<file path="config.mk">
export PLATFORM = sky130hd
export DESIGN_NAME = uart_tx_arbiter_flat
export DESIGN_NICKNAME = d
export VERILOG_FILES = /design/src/rtl/uart_pkg.sv /design/src/rtl/uart_tx_arbiter_if.sv /design/src/rtl/sync_fifo.sv /design/src/rtl/uart_tx_arbiter.sv /design/src/flat_wrapper.sv
export SDC_FILE = /design/constraint.sdc
export NUM_CORES = 1
export LEC_CHECK = 0
export ABC_CLOCK_PERIOD_IN_PS = 3700
export CORE_MARGIN = 5
export CORE_UTILIZATION = 35
export DETAILED_ROUTE_END_ITERATION = 10
export MAX_ROUTING_LAYER = met4
export REMOVE_ABC_BUFFERS = 1
export SLEW_MARGIN = 10
export SYNTH_ARGS = -nofsm -noshare
export SYNTH_HDL_FRONTEND = slang
export SYNTH_SLANG_ARGS = --single-unit
</file>
<file path="constraint.sdc">
create_clock -name clock -period 3.7 [get_ports clock]
set_input_delay 0.74 -clock clock [delete_from_list [all_inputs] [get_ports clock]]
set_output_delay 0.74 -clock clock [all_outputs]
set_load 0.01 [all_outputs]
</file>
<file path="src/rtl/uart_pkg.sv">
// Shared types and constants for the UART transmit arbiter.
// The arbiter lets the program loader and the CPU output FIFO take turns on one sender.
package uart_pkg;

    localparam int BYTE_W = 8;

    // Boot handshake bytes that the loader sends.
    localparam logic [BYTE_W-1:0] LDR_READY = 8'h99;
    localparam logic [BYTE_W-1:0] LDR_DONE  = 8'haa;

    typedef logic [BYTE_W-1:0] byte_t;

    typedef enum logic [1:0] {
        ARB_IDLE,
        ARB_GUARD,
        ARB_DRAIN
    } arb_state_t;

    typedef enum logic {
        SRC_CPU,
        SRC_LDR
    } arb_src_t;

    // The loader normally wins. After a loader byte, a waiting FIFO byte goes first,
    // so the two sources alternate and neither can starve.
    function automatic arb_src_t pick_source(
        input logic ldr_req,
        input logic fifo_empty,
        input logic last_ldr
    );
        if (!fifo_empty && (last_ldr || !ldr_req)) begin
            return SRC_CPU;
        end
        return SRC_LDR;
    endfunction

endpackage

</file>
<file path="src/rtl/uart_tx_arbiter_if.sv">
// Interface for the loader, CPU and sender connections of the UART transmit arbiter.
// The slave modport is the arbiter's side of the interface.
interface uart_tx_arbiter_if #(
    parameter int FIFO_DEPTH = 16
);
    import uart_pkg::*;

    localparam int CW = $clog2(FIFO_DEPTH) + 1;

    logic          ldr_req;
    byte_t         ldr_data;
    logic          ldr_grant;
    logic          cpu_valid;
    byte_t         cpu_data;
    logic          cpu_ready;
    logic [CW-1:0] fifo_count;
    logic          tx_busy;
    logic          tx_start;
    byte_t         sdata;

    modport master (
        output ldr_req,
        output ldr_data,
        output cpu_valid,
        output cpu_data,
        output tx_busy,
        input  ldr_grant,
        input  cpu_ready,
        input  fifo_count,
        input  tx_start,
        input  sdata
    );

    modport slave (
        input  ldr_req,
        input  ldr_data,
        input  cpu_valid,
        input  cpu_data,
        input  tx_busy,
        output ldr_grant,
        output cpu_ready,
        output fifo_count,
        output tx_start,
        output sdata
    );

endinterface

</file>
<file path="src/rtl/sync_fifo.sv">
// Single-clock FIFO built on a RAM array. The head byte is held in a register so that the
// arbiter can load it into sdata on the same edge that pops it.
module sync_fifo #(
    parameter  int WIDTH = 8,
    parameter  int DEPTH = 16,
    localparam int AW    = $clog2(DEPTH),
    localparam int CW    = AW + 1
) (
    input  logic             clock,
    input  logic             reset,
    input  logic             push,
    input  logic [WIDTH-1:0] push_data,
    input  logic             pop,
    output logic [WIDTH-1:0] head,
    output logic             full,
    output logic             empty,
    output logic [CW-1:0]    count
);

    logic [WIDTH-1:0] mem [DEPTH];

    logic [AW-1:0]    wr_ptr_q, wr_ptr_d;
    logic [AW-1:0]    rd_ptr_q, rd_ptr_d;
    logic [CW-1:0]    count_q, count_d;
    logic [WIDTH-1:0] head_q, head_d;
    logic             do_push;
    logic             do_pop;

    // A full FIFO refuses the push even if a pop happens on the same edge.
    assign full    = (count_q == CW'(DEPTH));
    assign empty   = (count_q == '0);
    assign do_push = push && !full;
    assign do_pop  = pop && !empty;

    always_comb begin
        wr_ptr_d = wr_ptr_q;
        rd_ptr_d = rd_ptr_q;
        count_d  = count_q;
        if (do_push) begin
            wr_ptr_d = wr_ptr_q + AW'(1);
        end
        if (do_pop) begin
            rd_ptr_d = rd_ptr_q + AW'(1);
        end
        case ({do_push, do_pop})
            2'b10:   count_d = count_q + CW'(1);
            2'b01:   count_d = count_q - CW'(1);
            default: count_d = count_q;
        endcase
        // The RAM read is registered, so a byte written into the slot that becomes the
        // head must bypass the array.
        if (do_push && (wr_ptr_q == rd_ptr_d)) begin
            head_d = push_data;
        end else begin
            head_d = mem[rd_ptr_d];
        end
    end

    always_ff @(posedge clock) begin
        if (do_push) begin
            mem[wr_ptr_q] <= push_data;
        end
    end

    always_ff @(posedge clock) begin
        if (reset) begin
            wr_ptr_q <= '0;
            rd_ptr_q <= '0;
            count_q  <= '0;
            head_q   <= '0;
        end else begin
            wr_ptr_q <= wr_ptr_d;
            rd_ptr_q <= rd_ptr_d;
            count_q  <= count_d;
            head_q   <= head_d;
        end
    end

    assign head  = head_q;
    assign count = count_q;

endmodule

</file>
<file path="src/rtl/uart_tx_arbiter.sv">
// Shares one UART sender between the program loader and the buffered CPU output bytes.
// The loader and CPU sources take turns on the sender, and all sender-facing outputs are registered.
module uart_tx_arbiter
    import uart_pkg::*;
#(
    parameter int FIFO_DEPTH = 16
) (
    input  logic               clock,
    input  logic               reset,
    uart_tx_arbiter_if.slave   bus
);

    localparam int CW = $clog2(FIFO_DEPTH) + 1;

    arb_state_t    state_q, state_d;
    byte_t         sdata_q, sdata_d;
    logic          tx_start_q, tx_start_d;
    logic          ldr_grant_q, ldr_grant_d;
    logic          last_ldr_q, last_ldr_d;

    byte_t         fifo_head;
    logic          fifo_full;
    logic          fifo_empty;
    logic          fifo_pop;
    logic [CW-1:0] fifo_count;
    arb_src_t      src;

    sync_fifo #(
        .WIDTH (BYTE_W),
        .DEPTH (FIFO_DEPTH)
    ) u_fifo (
        .clock     (clock),
        .reset     (reset),
        .push      (bus.cpu_valid),
        .push_data (bus.cpu_data),
        .pop       (fifo_pop),
        .head      (fifo_head),
        .full      (fifo_full),
        .empty     (fifo_empty),
        .count     (fifo_count)
    );

    assign src = pick_source(bus.ldr_req, fifo_empty, last_ldr_q);

    always_comb begin
        state_d     = state_q;
        sdata_d     = sdata_q;
        tx_start_d  = 1'b0;
        ldr_grant_d = 1'b0;
        last_ldr_d  = last_ldr_q;
        fifo_pop    = 1'b0;
        case (state_q)
            ARB_IDLE: begin
                // IDLE is also the state after reset, so a byte the sender is still
                // shifting out is allowed to finish before the next start.
                if (!bus.tx_busy && (bus.ldr_req || !fifo_empty)) begin
                    tx_start_d  = 1'b1;
                    sdata_d     = (src == SRC_CPU) ? fifo_head : bus.ldr_data;
                    fifo_pop    = (src == SRC_CPU);
                    ldr_grant_d = (src == SRC_LDR);
                    last_ldr_d  = (src == SRC_LDR);
                    state_d     = ARB_GUARD;
                end
            end
            // The sender may raise tx_busy one cycle late, so tx_busy is ignored here.
            ARB_GUARD: state_d = ARB_DRAIN;
            ARB_DRAIN: begin
                if (!bus.tx_busy) begin
                    state_d = ARB_IDLE;
                end
            end
            default: state_d = ARB_IDLE;
        endcase
    end

    always_ff @(posedge clock) begin
        if (reset) begin
            state_q     <= ARB_IDLE;
            sdata_q     <= '0;
            tx_start_q  <= 1'b0;
            ldr_grant_q <= 1'b0;
            last_ldr_q  <= 1'b0;
        end else begin
            state_q     <= state_d;
            sdata_q     <= sdata_d;
            tx_start_q  <= tx_start_d;
            ldr_grant_q <= ldr_grant_d;
            last_ldr_q  <= last_ldr_d;
        end
    end

    assign bus.tx_start   = tx_start_q;
    assign bus.sdata      = sdata_q;
    assign bus.ldr_grant  = ldr_grant_q;
    assign bus.cpu_ready  = !fifo_full;
    assign bus.fifo_count = fifo_count;

endmodule

</file>
<file path="src/flat_wrapper.sv">
// flat-port wrapper written by rule: the top's interface ports become plain ports
module uart_tx_arbiter_flat import uart_pkg::*;
#(
    parameter int FIFO_DEPTH = 16
)
  (clock, reset, bus_ldr_req, bus_ldr_data, bus_cpu_valid, bus_cpu_data, bus_tx_busy, bus_ldr_grant, bus_cpu_ready, bus_fifo_count, bus_tx_start, bus_sdata);
  uart_tx_arbiter_if #(.FIFO_DEPTH(FIFO_DEPTH)) bus_i ();
  input  logic clock;
  input  logic reset;
  input wire logic [$bits(bus_i.ldr_req)-1:0] bus_ldr_req;
  input wire logic [$bits(bus_i.ldr_data)-1:0] bus_ldr_data;
  input wire logic [$bits(bus_i.cpu_valid)-1:0] bus_cpu_valid;
  input wire logic [$bits(bus_i.cpu_data)-1:0] bus_cpu_data;
  input wire logic [$bits(bus_i.tx_busy)-1:0] bus_tx_busy;
  output wire logic [$bits(bus_i.ldr_grant)-1:0] bus_ldr_grant;
  output wire logic [$bits(bus_i.cpu_ready)-1:0] bus_cpu_ready;
  output wire logic [$bits(bus_i.fifo_count)-1:0] bus_fifo_count;
  output wire logic [$bits(bus_i.tx_start)-1:0] bus_tx_start;
  output wire logic [$bits(bus_i.sdata)-1:0] bus_sdata;
  assign bus_i.ldr_req = bus_ldr_req;
  assign bus_i.ldr_data = bus_ldr_data;
  assign bus_i.cpu_valid = bus_cpu_valid;
  assign bus_i.cpu_data = bus_cpu_data;
  assign bus_i.tx_busy = bus_tx_busy;
  assign bus_ldr_grant = bus_i.ldr_grant;
  assign bus_cpu_ready = bus_i.cpu_ready;
  assign bus_fifo_count = bus_i.fifo_count;
  assign bus_tx_start = bus_i.tx_start;
  assign bus_sdata = bus_i.sdata;
  uart_tx_arbiter #(.FIFO_DEPTH(FIFO_DEPTH)) u_core (.clock(clock), .reset(reset), .bus(bus_i));
endmodule
</file>
==> insert_results.sql <==
INSERT INTO impl_metrics (metric_group, metric, value, unit) VALUES
('yosys', 'async_set_reset_flop_share_out_of_synthesis', '0', '%'),
('yosys', 'synth_cells', '522', ''),
('yosys', 'dominantRegCellSynth', 'sky130_fd_sc_hd__edfxtp_1', ''),
('timing', 'final.setup.worst_slack', '0.476', 'ns'),
('worst_setup_path', 'critical_path.reg2reg.endpoint', 'u_core.u_fifo.head[3]$_SDFF_PP0_', ''),
('detailed_routing', 'avgViaCountPerCell', '5.63', ''),
('cells_and_area', 'nNetsFinal', '604', ''),
('clock_tree', 'clock_sink_count', '162', ''),
('worst_setup_path', 'worst_setup_path_end_kind', 'register', ''),
('pwr', 'p_total', '5.42', 'mW'),
('clock_tree', 'post-cts-setup-buffers', '0', ''),
('die', 'io-pin-count', '37', ''),
('cells_and_area', 'layout.cells.most_common_list', '128 x sky130_fd_sc_hd__edfxtp_1, 64 x sky130_fd_sc_hd__mux4_2, 45 x sky130_fd_sc_hd__a21oi_1, 40 x sky130_fd_sc_hd__nand2_1, 37 x sky130_fd_sc_hd__nor2_1', ''),
('detailed_routing', 'drt_iter0_drc', '442', ''),
('cells_and_area', 'finalCoreUtilization', '42.0', '%'),
('clock_tree', 'tritoncts.num_buffers', '17', ''),
('pwr', 'max-vdd-ir-drop', '0.298', 'mV'),
('yosys', 'synth_xor_xnor_area_share', '1.46', '%'),
('global_routing', 'initial_antenna_violation_count', '0', ''),
('timing', 'totalNegativeSetupSlack', '0', 'ns'),
('outcome', 'outcome', 'finished, final reports clean', ''),
('clock_tree', 'ctsRootBufferMaster', 'sky130_fd_sc_hd__clkbuf_16', ''),
('yosys', 'unique_masters_post_synth', '48', ''),
('worst_setup_path', 'cp_slowest_cell', 'sky130_fd_sc_hd__or4_4', ''),
('clock_tree', 'ctsHoldBuffers', '0', ''),
('cells_and_area', 'postLayoutCellArea', '9210', 'um^2'),
('pwr', 'leakagePower', '3.14', 'nW'),
('worst_setup_path', 'largest_driver_fanout_on_the_critical_path', '25', ''),
('die', 'core-area', '21900', 'um^2'),
('timing', 'worst_tran_pin_value', '1.15', 'ns'),
('yosys', 'synth_fa_ha_area_share', '1.28', '%'),
('timing', 'post-route-min-period', '3.22', 'ns'),
('cells_and_area', 'antenna_cells', '0', ''),
('yosys', 'synth_top_family_by_area', 'multiplexers', ''),
('worst_setup_path', 'reg2reg_depth', '8', ''),
('yosys', 'ys.warnings.count', '0', ''),
('detailed_routing', 'vias', '4887', ''),
('cells_and_area', 'mostFrequentLayoutCell', 'sky130_fd_sc_hd__edfxtp_1', ''),
('worst_setup_path', 'worst_setup_path_startpoint', 'u_core.u_fifo.count[0]$_SDFFE_PP0P_', ''),
('worst_setup_path', 'critPathKind', 'reg2reg', ''),
('global_routing', 'globalRoute.totalOverflow', '0', ''),
('clock_tree', 'clock_insertion_delay_worst_skew', '0.43', 'ns'),
('timing', 'report.final.hold_viol_count', '0', ''),
('place', 'detailed_place_hpwl', '12100', 'um'),
('detailed_routing', 'detail_route.drc_violations', '0', ''),
('yosys', 'synth-edff-count', '128', ''),
('detailed_routing', 'wl_per_cell', '21.3', 'um'),
('place', 'post_dp_cell_area', '8620', 'um^2'),
('worst_setup_path', 'arrival', '3.52', 'ns'),
('yosys', 'synth.mux.area_fraction', '21.8', '%'),
('timing', 'fin_worst_skew', '0.0127', 'ns'),
('worst_setup_path', 'setup.reg_to_reg.worst_slack', '0.48', 'ns'),
('place', 'port_buffers', '36', ''),
('die', 'chipHeight', '159', 'um'),
('yosys', 'avg_cell_area_syn', '14.9', 'um^2'),
('worst_setup_path', 'kind_of_start_point_of_the_critical_path', 'register', ''),
('clock_tree', 'clockBufferDepth', '2', ''),
('die', 'initial_utilization', '35.6', '%'),
('worst_setup_path', 'critical-path-max-stage-delay', '0.57', 'ns'),
('worst_setup_path', 'path_depth', '8', ''),
('place', 'place_inst', '836', ''),
('worst_setup_path', 'critPathTopFamily', 'compound AO/OA/AOI/OAI gates', ''),
('clock_tree', 'clk_transition_reported_paths', '0.07', 'ns'),
('timing', 'final-max-slew-violation-count', '0', ''),
('job', 'max_cap_violations', '0', ''),
('worst_setup_path', 'endpoint', 'u_core.u_fifo.head[3]$_SDFF_PP0_', ''),
('timing', 'fin_crit_sh', '87.1', '%'),
('cells_and_area', 'area_delta_synth_final', '18.0', '%'),
('timing', 'peak_clock_frequency_supported_by_timing', '310', 'MHz'),
('worst_setup_path', 'regToRegStartpoint', 'u_core.u_fifo.count[0]$_SDFFE_PP0P_', ''),
('timing', 'holdWs', '0.475', 'ns');
## synth_stat cells, types with 2 or more instances
master	n	area (um^2)
sky130_fd_sc_hd__o41ai_1	8	70.1
sky130_fd_sc_hd__dfxtp_1	34	681
sky130_fd_sc_hd__nand2_1	40	150
sky130_fd_sc_hd__nand2b_1	6	37.5
sky130_fd_sc_hd__o211ai_1	5	37.5
sky130_fd_sc_hd__buf_4	2	15.0
sky130_fd_sc_hd__a222oi_1	9	90.1
sky130_fd_sc_hd__ha_1	8	100
sky130_fd_sc_hd__o32ai_1	2	17.5
sky130_fd_sc_hd__inv_1	8	30.0
sky130_fd_sc_hd__o21ai_0	4	20.0
sky130_fd_sc_hd__xor2_1	7	61.3
sky130_fd_sc_hd__nor4_1	3	18.8
sky130_fd_sc_hd__buf_1	7	26.3
sky130_fd_sc_hd__edfxtp_1	128	3840
sky130_fd_sc_hd__nor2_1	37	139
sky130_fd_sc_hd__nor2b_1	3	18.8
sky130_fd_sc_hd__nor3_1	6	30.0
sky130_fd_sc_hd__o22ai_1	2	12.5
sky130_fd_sc_hd__a21oi_1	45	225
sky130_fd_sc_hd__xnor2_1	6	52.6
sky130_fd_sc_hd__buf_2	8	40.0
sky130_fd_sc_hd__nand4_2	2	25.0
sky130_fd_sc_hd__or3_1	5	31.3
sky130_fd_sc_hd__nand4_1	2	12.5
sky130_fd_sc_hd__mux4_2	64	1440
sky130_fd_sc_hd__mux2i_1	26	260
sky130_fd_sc_hd__clkbuf_1	18	67.6
sky130_fd_sc_hd__a2111oi_0	8	70.1
## worst register-to-register path, stage by stage (launching register included)
cell and delay, ns:
sky130_fd_sc_hd__dfxtp_1 0.39, sky130_fd_sc_hd__or4_4 0.58, sky130_fd_sc_hd__o211ai_4 0.18, sky130_fd_sc_hd__buf_4 0.36, sky130_fd_sc_hd__buf_4 0.41, sky130_fd_sc_hd__mux2i_1 0.40, sky130_fd_sc_hd__a21oi_1 0.08, sky130_fd_sc_hd__a2111oi_0 0.55
sky130_fd_sc_hd__a21oi_1 0.14
## layout make-up
class	count	area, um^2
fillers	1985	12700
multi-input cells	314	3080
clock buffers	18	429
flip-flops and latches	162	4530
clock inverters	14	153
repair buffers	70	628
inverters	10	37.5
well taps	280	350
## sequential cells by signal, indices dropped and copies added, names as in the netlist
signal	flops
u_core.u_fifo.mem	128
u_core.bus.sdata	8
u_core.u_fifo.head	8
u_core.u_fifo.count	5
u_core.u_fifo.rd_ptr_q	4
u_core.u_fifo.wr_ptr_q	4
u_core.state_q	2
u_core.bus.ldr_grant	1
u_core.bus.tx_start	1
u_core.last_ldr_q	1
## worst min path at each step
stage                                   startpoint  slack [ns]  depth (start not counted)                        endpoint
finish              u_core.last_ldr_q$_SDFFE_PP0P_        0.48                          2  u_core.last_ldr_q$_SDFFE_PP0P_
global placement    u_core.last_ldr_q$_SDFFE_PP0P_        0.46                          2  u_core.last_ldr_q$_SDFFE_PP0P_
global route        u_core.last_ldr_q$_SDFFE_PP0P_        0.50                          2  u_core.last_ldr_q$_SDFFE_PP0P_
floorplan           u_core.last_ldr_q$_SDFFE_PP0P_        0.43                          2  u_core.last_ldr_q$_SDFFE_PP0P_
CTS                 u_core.last_ldr_q$_SDFFE_PP0P_        0.47                          2  u_core.last_ldr_q$_SDFFE_PP0P_
detailed placement  u_core.last_ldr_q$_SDFFE_PP0P_        0.47                          2  u_core.last_ldr_q$_SDFFE_PP0P_
## report_power, final
part	internal, mW	switching, mW	leakage [nW]	total, mW
clock	1.00	0.737	0.278	1.74
combinational	0.714	0.794	1.42	1.51
sequential	2.07	0.0983	1.44	2.17
total	3.79	1.63	3.14	5.42
## per-layer routing
| layer | part of all wire (%) | routed length [um] | up-vias | GRT usage [%] |
|---|---|---|---|---|
| met4 | 2.4 | 452 | 0 | 5.47 |
| met2 | 48 | 8810 | 140 | 23.7 |
| met3 | 4.8 | 881 | 27 | 3.42 |
| met1 | 45 | 8330 | 2511 | 20.4 |
| met5 | 0 | 0 | - | - |
| li1 | - | - | 2209 | - |
## cell families (layout without fill, tap and decap cells)
group,Yosys count,count (layout)
muxes,90,90
xor gates and xnor gates,13,13
and+or+nand+nor,110,110
AOI/OAI and AO/OA,93,93
buffers and inverters,46,112
adders and majority gates,8,8
DFF,162,162
Note: power is estimated with default switching activity, not from simulation.
